[config.mk]
export PLATFORM = sky130hd
export DESIGN_NAME = braille_dot_driver
export DESIGN_NICKNAME = d
export VERILOG_FILES = /design/src/rtl/braille_pkg.sv /design/src/rtl/braille_char_fifo.sv /design/src/rtl/braille_dot_driver.sv
export SDC_FILE = /design/constraint.sdc
export NUM_CORES = 1
export LEC_CHECK = 0
export ABC_CLOCK_PERIOD_IN_PS = 9070
export CORE_ASPECT_RATIO = 1.2
export CORE_MARGIN = 1
export CORE_UTILIZATION = 40
export CTS_CLUSTER_DIAMETER = 150
export CTS_CLUSTER_SIZE = 30
export DETAILED_ROUTE_END_ITERATION = 7
export SETUP_SLACK_MARGIN = 0.3
export SLEW_MARGIN = 20
export SYNTH_ARGS = -nofsm -noshare
export SYNTH_HDL_FRONTEND = slang
export SYNTH_SLANG_ARGS = --single-unit
[constraint.sdc]
create_clock -name clk -period 9.07 [get_ports clk]
set_input_delay 2.721 -clock clk [delete_from_list [all_inputs] [get_ports clk]]
set_output_delay 2.721 -clock clk [all_outputs]
set_load 0.05 [all_outputs]
[src/rtl/braille_pkg.sv]
// Shared types and helpers for the Braille dot driver: FSM state encoding,
// the 26-letter dot pattern table and ASCII letter classification helpers.
package braille_pkg;

  typedef enum logic [1:0] {
    IDLE = 2'd0,
    SHOW = 2'd1,
    GAP  = 2'd2
  } braille_st_t;

  // Bit k of each entry drives Braille dot k+1; entry 0 is 'a'.
  localparam logic [5:0] BRAILLE_PATTERNS [26] = '{
    6'b000001, 6'b000011, 6'b001001, 6'b011001, 6'b010001,  // a-e
    6'b001011, 6'b011011, 6'b010011, 6'b001010, 6'b011010,  // f-j
    6'b000101, 6'b000111, 6'b001101, 6'b011101, 6'b010101,  // k-o
    6'b001111, 6'b011111, 6'b010111, 6'b001110, 6'b011110,  // p-t
    6'b100101, 6'b100111, 6'b111010, 6'b101101, 6'b111101,  // u-y
    6'b110101                                               // z
  };

  function automatic logic is_letter(input logic [7:0] c);
    return ((c >= 8'h41) && (c <= 8'h5A)) || ((c >= 8'h61) && (c <= 8'h7A));
  endfunction

  function automatic logic [7:0] to_lower(input logic [7:0] c);
    return ((c >= 8'h41) && (c <= 8'h5A)) ? (c + 8'h20) : c;
  endfunction

  // Expects a lowercase letter; anything else yields a blank cell.
  function automatic logic [5:0] letter_pattern(input logic [7:0] c);
    logic [4:0] idx;
    idx = 5'(c - 8'h61);
    if ((c >= 8'h61) && (c <= 8'h7A)) begin
      return BRAILLE_PATTERNS[idx];
    end
    return 6'b000000;
  endfunction

endpackage

[src/rtl/braille_char_fifo.sv]
// Small character FIFO with first-word-fall-through output. A push is
// accepted while full when a pop happens in the same cycle.
module braille_char_fifo
  import braille_pkg::*;
#(
  parameter int DEPTH = 4
) (
  input  logic       clk,
  input  logic       reset_n,
  input  logic       push,
  input  logic       pop,
  input  logic [7:0] din,
  output logic [7:0] dout,
  output logic       full,
  output logic       empty
);

  localparam int AW = $clog2(DEPTH);

  logic [7:0]    mem [DEPTH];
  logic [AW-1:0] wr_ptr_reg;
  logic [AW-1:0] rd_ptr_reg;
  logic [AW:0]   count_reg;
  logic          pop_eff;
  logic          push_eff;

  assign pop_eff  = pop && !empty;
  assign push_eff = push && (!full || pop_eff);
  assign full     = (count_reg == (AW+1)'(DEPTH));
  assign empty    = (count_reg == '0);
  assign dout     = mem[rd_ptr_reg];

  // Storage write; contents need no reset since count gates visibility.
  always_ff @(posedge clk) begin
    if (push_eff) begin
      mem[wr_ptr_reg] <= din;
    end
  end

  // Pointer and occupancy bookkeeping.
  always_ff @(posedge clk) begin
    if (!reset_n) begin
      wr_ptr_reg <= '0;
      rd_ptr_reg <= '0;
      count_reg  <= '0;
    end else begin
      if (push_eff) wr_ptr_reg <= wr_ptr_reg + AW'(1);
      if (pop_eff)  rd_ptr_reg <= rd_ptr_reg + AW'(1);
      case ({push_eff, pop_eff})
        2'b10:   count_reg <= count_reg + (AW+1)'(1);
        2'b01:   count_reg <= count_reg - (AW+1)'(1);
        default: count_reg <= count_reg;
      endcase
    end
  end

endmodule

[src/rtl/braille_dot_driver.sv]
// Braille dot driver: filters classifier letters into a FIFO, then shows
// each as a 6-dot cell for HOLD_CYCLES followed by a GAP_CYCLES blank.
module braille_dot_driver
  import braille_pkg::*;
#(
  parameter int HOLD_CYCLES = 100_000_000,
  parameter int GAP_CYCLES  = 20_000_000,
  parameter int FIFO_DEPTH  = 4
) (
  input  logic       clk,
  input  logic       reset_n,
  input  logic       i_valid,
  input  logic [7:0] i_alpha,
  output logic [5:0] o_dots,
  output logic       o_dots_valid,
  output logic [7:0] o_char,
  output logic       o_char_done,
  output logic       o_busy,
  output logic       o_overflow,
  output logic       o_bad_char
);

  localparam int CNT_MAX = (HOLD_CYCLES > GAP_CYCLES) ? HOLD_CYCLES : GAP_CYCLES;
  localparam int CNT_W   = $clog2(CNT_MAX + 1);
  localparam logic [CNT_W-1:0] HOLD_LAST = CNT_W'(HOLD_CYCLES - 1);
  localparam logic [CNT_W-1:0] GAP_LAST  = CNT_W'(GAP_CYCLES - 1);

  braille_st_t      state_reg, state_next;
  logic [CNT_W-1:0] cnt_reg, cnt_next;
  logic [5:0]       dots_reg, dots_next;
  logic [7:0]       char_reg, char_next;
  logic             dots_valid_reg, dots_valid_next;
  logic             char_done_reg, char_done_next;
  logic             overflow_reg, bad_char_reg;

  logic             letter;
  logic             fifo_push, fifo_pop, fifo_full, fifo_empty;
  logic [7:0]       fifo_dout;

  assign letter    = is_letter(i_alpha);
  assign fifo_pop  = (state_reg == IDLE) && !fifo_empty;
  assign fifo_push = i_valid && letter && (!fifo_full || fifo_pop);

  braille_char_fifo #(.DEPTH(FIFO_DEPTH)) u_fifo (
    .clk     (clk),
    .reset_n (reset_n),
    .push    (fifo_push),
    .pop     (fifo_pop),
    .din     (to_lower(i_alpha)),
    .dout    (fifo_dout),
    .full    (fifo_full),
    .empty   (fifo_empty)
  );

  // State, counter and registered display outputs.
  always_ff @(posedge clk) begin
    if (!reset_n) begin
      state_reg      <= IDLE;
      cnt_reg        <= '0;
      dots_reg       <= '0;
      char_reg       <= '0;
      dots_valid_reg <= 1'b0;
      char_done_reg  <= 1'b0;
    end else begin
      state_reg      <= state_next;
      cnt_reg        <= cnt_next;
      dots_reg       <= dots_next;
      char_reg       <= char_next;
      dots_valid_reg <= dots_valid_next;
      char_done_reg  <= char_done_next;
    end
  end

  // Next-state and next-output logic for the IDLE/SHOW/GAP sequence.
  always_comb begin
    state_next      = state_reg;
    cnt_next        = cnt_reg;
    dots_next       = dots_reg;
    char_next       = char_reg;
    dots_valid_next = dots_valid_reg;
    case (state_reg)
      IDLE: begin
        if (!fifo_empty) begin
          dots_next       = letter_pattern(fifo_dout);
          char_next       = fifo_dout;
          dots_valid_next = 1'b1;
          cnt_next        = '0;
          state_next      = SHOW;
        end
      end
      SHOW: begin
        if (cnt_reg == HOLD_LAST) begin
          dots_next       = '0;
          char_next       = '0;
          dots_valid_next = 1'b0;
          cnt_next        = '0;
          state_next      = GAP;
        end else begin
          cnt_next = cnt_reg + CNT_W'(1);
        end
      end
      GAP: begin
        if (cnt_reg == GAP_LAST) begin
          cnt_next   = '0;
          state_next = IDLE;
        end else begin
          cnt_next = cnt_reg + CNT_W'(1);
        end
      end
      default: begin
        state_next = IDLE;
      end
    endcase
    // Registered pulse must land in the final GAP cycle, so raise it when
    // the upcoming cycle is that one.
    char_done_next = (state_next == GAP) && (cnt_next == GAP_LAST);
  end

  // Sticky error flags for dropped letters and non-letter codes.
  always_ff @(posedge clk) begin
    if (!reset_n) begin
      overflow_reg <= 1'b0;
      bad_char_reg <= 1'b0;
    end else begin
      if (i_valid && letter && fifo_full && !fifo_pop) overflow_reg <= 1'b1;
      if (i_valid && !letter) bad_char_reg <= 1'b1;
    end
  end

  assign o_dots       = dots_reg;
  assign o_dots_valid = dots_valid_reg;
  assign o_char       = char_reg;
  assign o_char_done  = char_done_reg;
  assign o_busy       = (state_reg != IDLE) || !fifo_empty;
  assign o_overflow   = overflow_reg;
  assign o_bad_char   = bad_char_reg;

endmodule

==> flow_summary.toml <==
[status]
status = "finished clean"

[hold_path]
min_path_type = "flip-flop to flip-flop"

[sta]
holdWs_ns = 0.468
drv_slew = 0
fmax_mhz = 178
worst_pin_slew_ns = 0.822
rsz0062_at_grt = "no"
finalCriticalPeriod_ns = 5.62
finalHoldViolations = 0
final-setup-viol-count = 0
tns_ns = 0
maxSlewHeadroom = 0.452
fin_crit_sh = 0.620
skew_ns = 0.00813

[critical_path]
critPathLaunchType = "input port"
crit_fanout = 7
critical_path_class = "input port to flip-flop"
crit_arrival_ns = 5.90
cp-end-kind = "flip-flop"
cp.required_ns = 9.35
reg2reg_slack_ns = 5.47

[power]
p_int_uw = 816
ir_drop_mv = 0.171
swShare = 0.412
leakage_nw = 1.84
combinationalPowerShare = 0.388
p_sw_uw = 571
p_clk_frac = 0.271
power_frac_seq = 0.342
power_density_mw_per_mm2 = 252

[synth]
synthTopCellsByArea = "dfxtp_1, edfxtp_1, nor2_1"
syn_nets = 547
synth_edf_count = 32
netlist_area_sq_mm = 0.00484
syn_area_per_cell_sq_um = 9.27
synth_ff_type = "dfxtp_1"
yosys.area.top_type = "dfxtp_1"
synth_most_common_cell = "nor2_1"
synthCells = 522
ys_seq_elements = 88
yosys_warnings = 0
yosysUniqueCellTypes = 66
synth_top_area_frac = 0.232
synth-seq-area-share = 0.430
synth_common_cells = "nor2_1, dfxtp_1, a21oi_1"
async_reset_ff_frac = 0

[routing]
drt-pass1-iter-count = 4
wl_per_cell_um = 16.4
vias = 3982
drc = 0
routed_via_density = 5.71
drt_iter0_markers = 235
ant_nets = 0
drt-total-wl_um = 11500

[clock_network]
htree_levels = 3
cts-resized-gates = 0
cts_tree = "done"
cts_setup_buffers = 0
clock-sinks = 88
clk_pin_slew_ns = 0.07
clock_path_buffers = 2
cts_buffers = 9
hold_buffers = 0
clock_latency_ns = 0.35
cts_root_buf = "clkbuf_16"

[grt]
grt_pass1_vias = 3718
antenna_found_initial = 0
grt_use_total = 0.196
grt_start_max_net_pins = 48
gr-total-overflow = 0
grt_pass1_wl_um = 18700

[finish]
antenna_cells = 0
fin_util = 0.472
design_area_sq_mm = 0.00551
layout-drive-gt1-share = 0.0722
area_growth_pct = 13.9
largest_reg_flops = 32
finish.net_count = 560

[place]
dpl_cell_area_sq_mm = 0.00521
port_buffers = 29
place.gp.congestion = 0.868
dpl.hpwl_um = 7830

[die]
core-area_sq_mm = 0.0117
die_area_sq_mm = 0.0125
die_w_um = 102
start_util = 0.414
die_h_um = 122
num_rows = 43
pin_count = 30

[job]
max-cap-violations = 0
==> kinds of logic (layout without fill, tap and decap cells) <==
family                   count (synthesis)  after routing  share of synthesized area
AO/OA/AOI/OAI                          126            126                      0.181
XOR/XNOR                                18             18                     0.0326
adder cells (fa/ha/maj)                 14             14                     0.0378
buffers and inverters                   52             70                     0.0458
flip-flops                              88             88                      0.430
multiplexers                            13             13                     0.0476
AND/OR/NAND/NOR                        211            211                      0.225
==> worst max-delay path, cell delays in order <==
cell and delay [ns]:
clkdlybuf4s50_1 0.51, or4_1 0.55, o21ai_0 0.23, o21bai_1 0.19, or2_2 0.15, nand2b_1 0.26
ha_1 0.24, inv_1 0.06, fa_1 0.37, xor2_1 0.16, or3_1 0.32, a21oi_1 0.14
==> path summary, 6_finish.rpt <==
check,start,to,depth (start not counted)
setup / recovery,i_alpha[4],u_fifo.count_reg[2],12
setup reg to reg,cnt_reg[0],o_char_done,8
hold reg to reg,o_char[0],o_char[0],2
hold / removal,o_char[0],o_char[0],2
==> layer usage <==
metal	GRT usage	wire length, um	vias to the layer above
li1	-	-	1955
met1	0.248	5280	1923
met2	0.323	5520	83
met3	0.0404	418	21
met4	0.0830	249	0
met5	0	0	-
==> placed cells by master, fill, tap and decap left out, types with 5 or more instances in the layout <==
cell / n
xor2_1: 8
a21oi_1: 43
nor3_1: 16
ha_1: 13
nor4_1: 5
inv_1: 22
nand2_1: 36
edfxtp_1: 32
clkbuf_16: 9
mux2i_1: 5
xnor2_1: 10
dfxtp_1: 56
a22oi_1: 7
or4_1: 7
and2_1: 7
clkdlybuf4s50_1: 29
nand4_1: 13
nor2_1: 60
a21o_1: 9
nand3_1: 27
nand3b_1: 6
a211oi_1: 7
o21ai_0: 18
o31ai_1: 5
mux4_2: 8
==> per-stage QoR <==
step	setup WS [ns]	std cells	power (mW)
floorplan	3.81	522	0.873
global route	3.27	697	1.47
CTS	3.45	697	1.40
detailed placement	3.10	681	1.02
finish	3.45	697	1.39
global placement	3.24	681	1.01
==> power groups by stage <==
| stage | combinational, mW | clock [mW] | sequential (mW) |
|---|---|---|---|
| 5_1_grt | 0.586 | 0.399 | 0.480 |
| 3_5_place_dp | 0.533 | 0 | 0.484 |
| 4_1_cts | 0.536 | 0.385 | 0.475 |
| 6_report | 0.538 | 0.376 | 0.474 |
| 2_1_floorplan | 0.339 | 0 | 0.534 |
| 3_3_place_gp | 0.530 | 0 | 0.483 |
==> layout make-up <==
cell class,instances,area (sq um)
sequential,88,2080
clock inverter,7,75.1
clock buffer,9,225
multi-input combinational,382,2530
inverter,22,82.6
timing repair buffer,32,313
fill,1109,6170
tap,157,196
(Power assumes the default switching activity.)
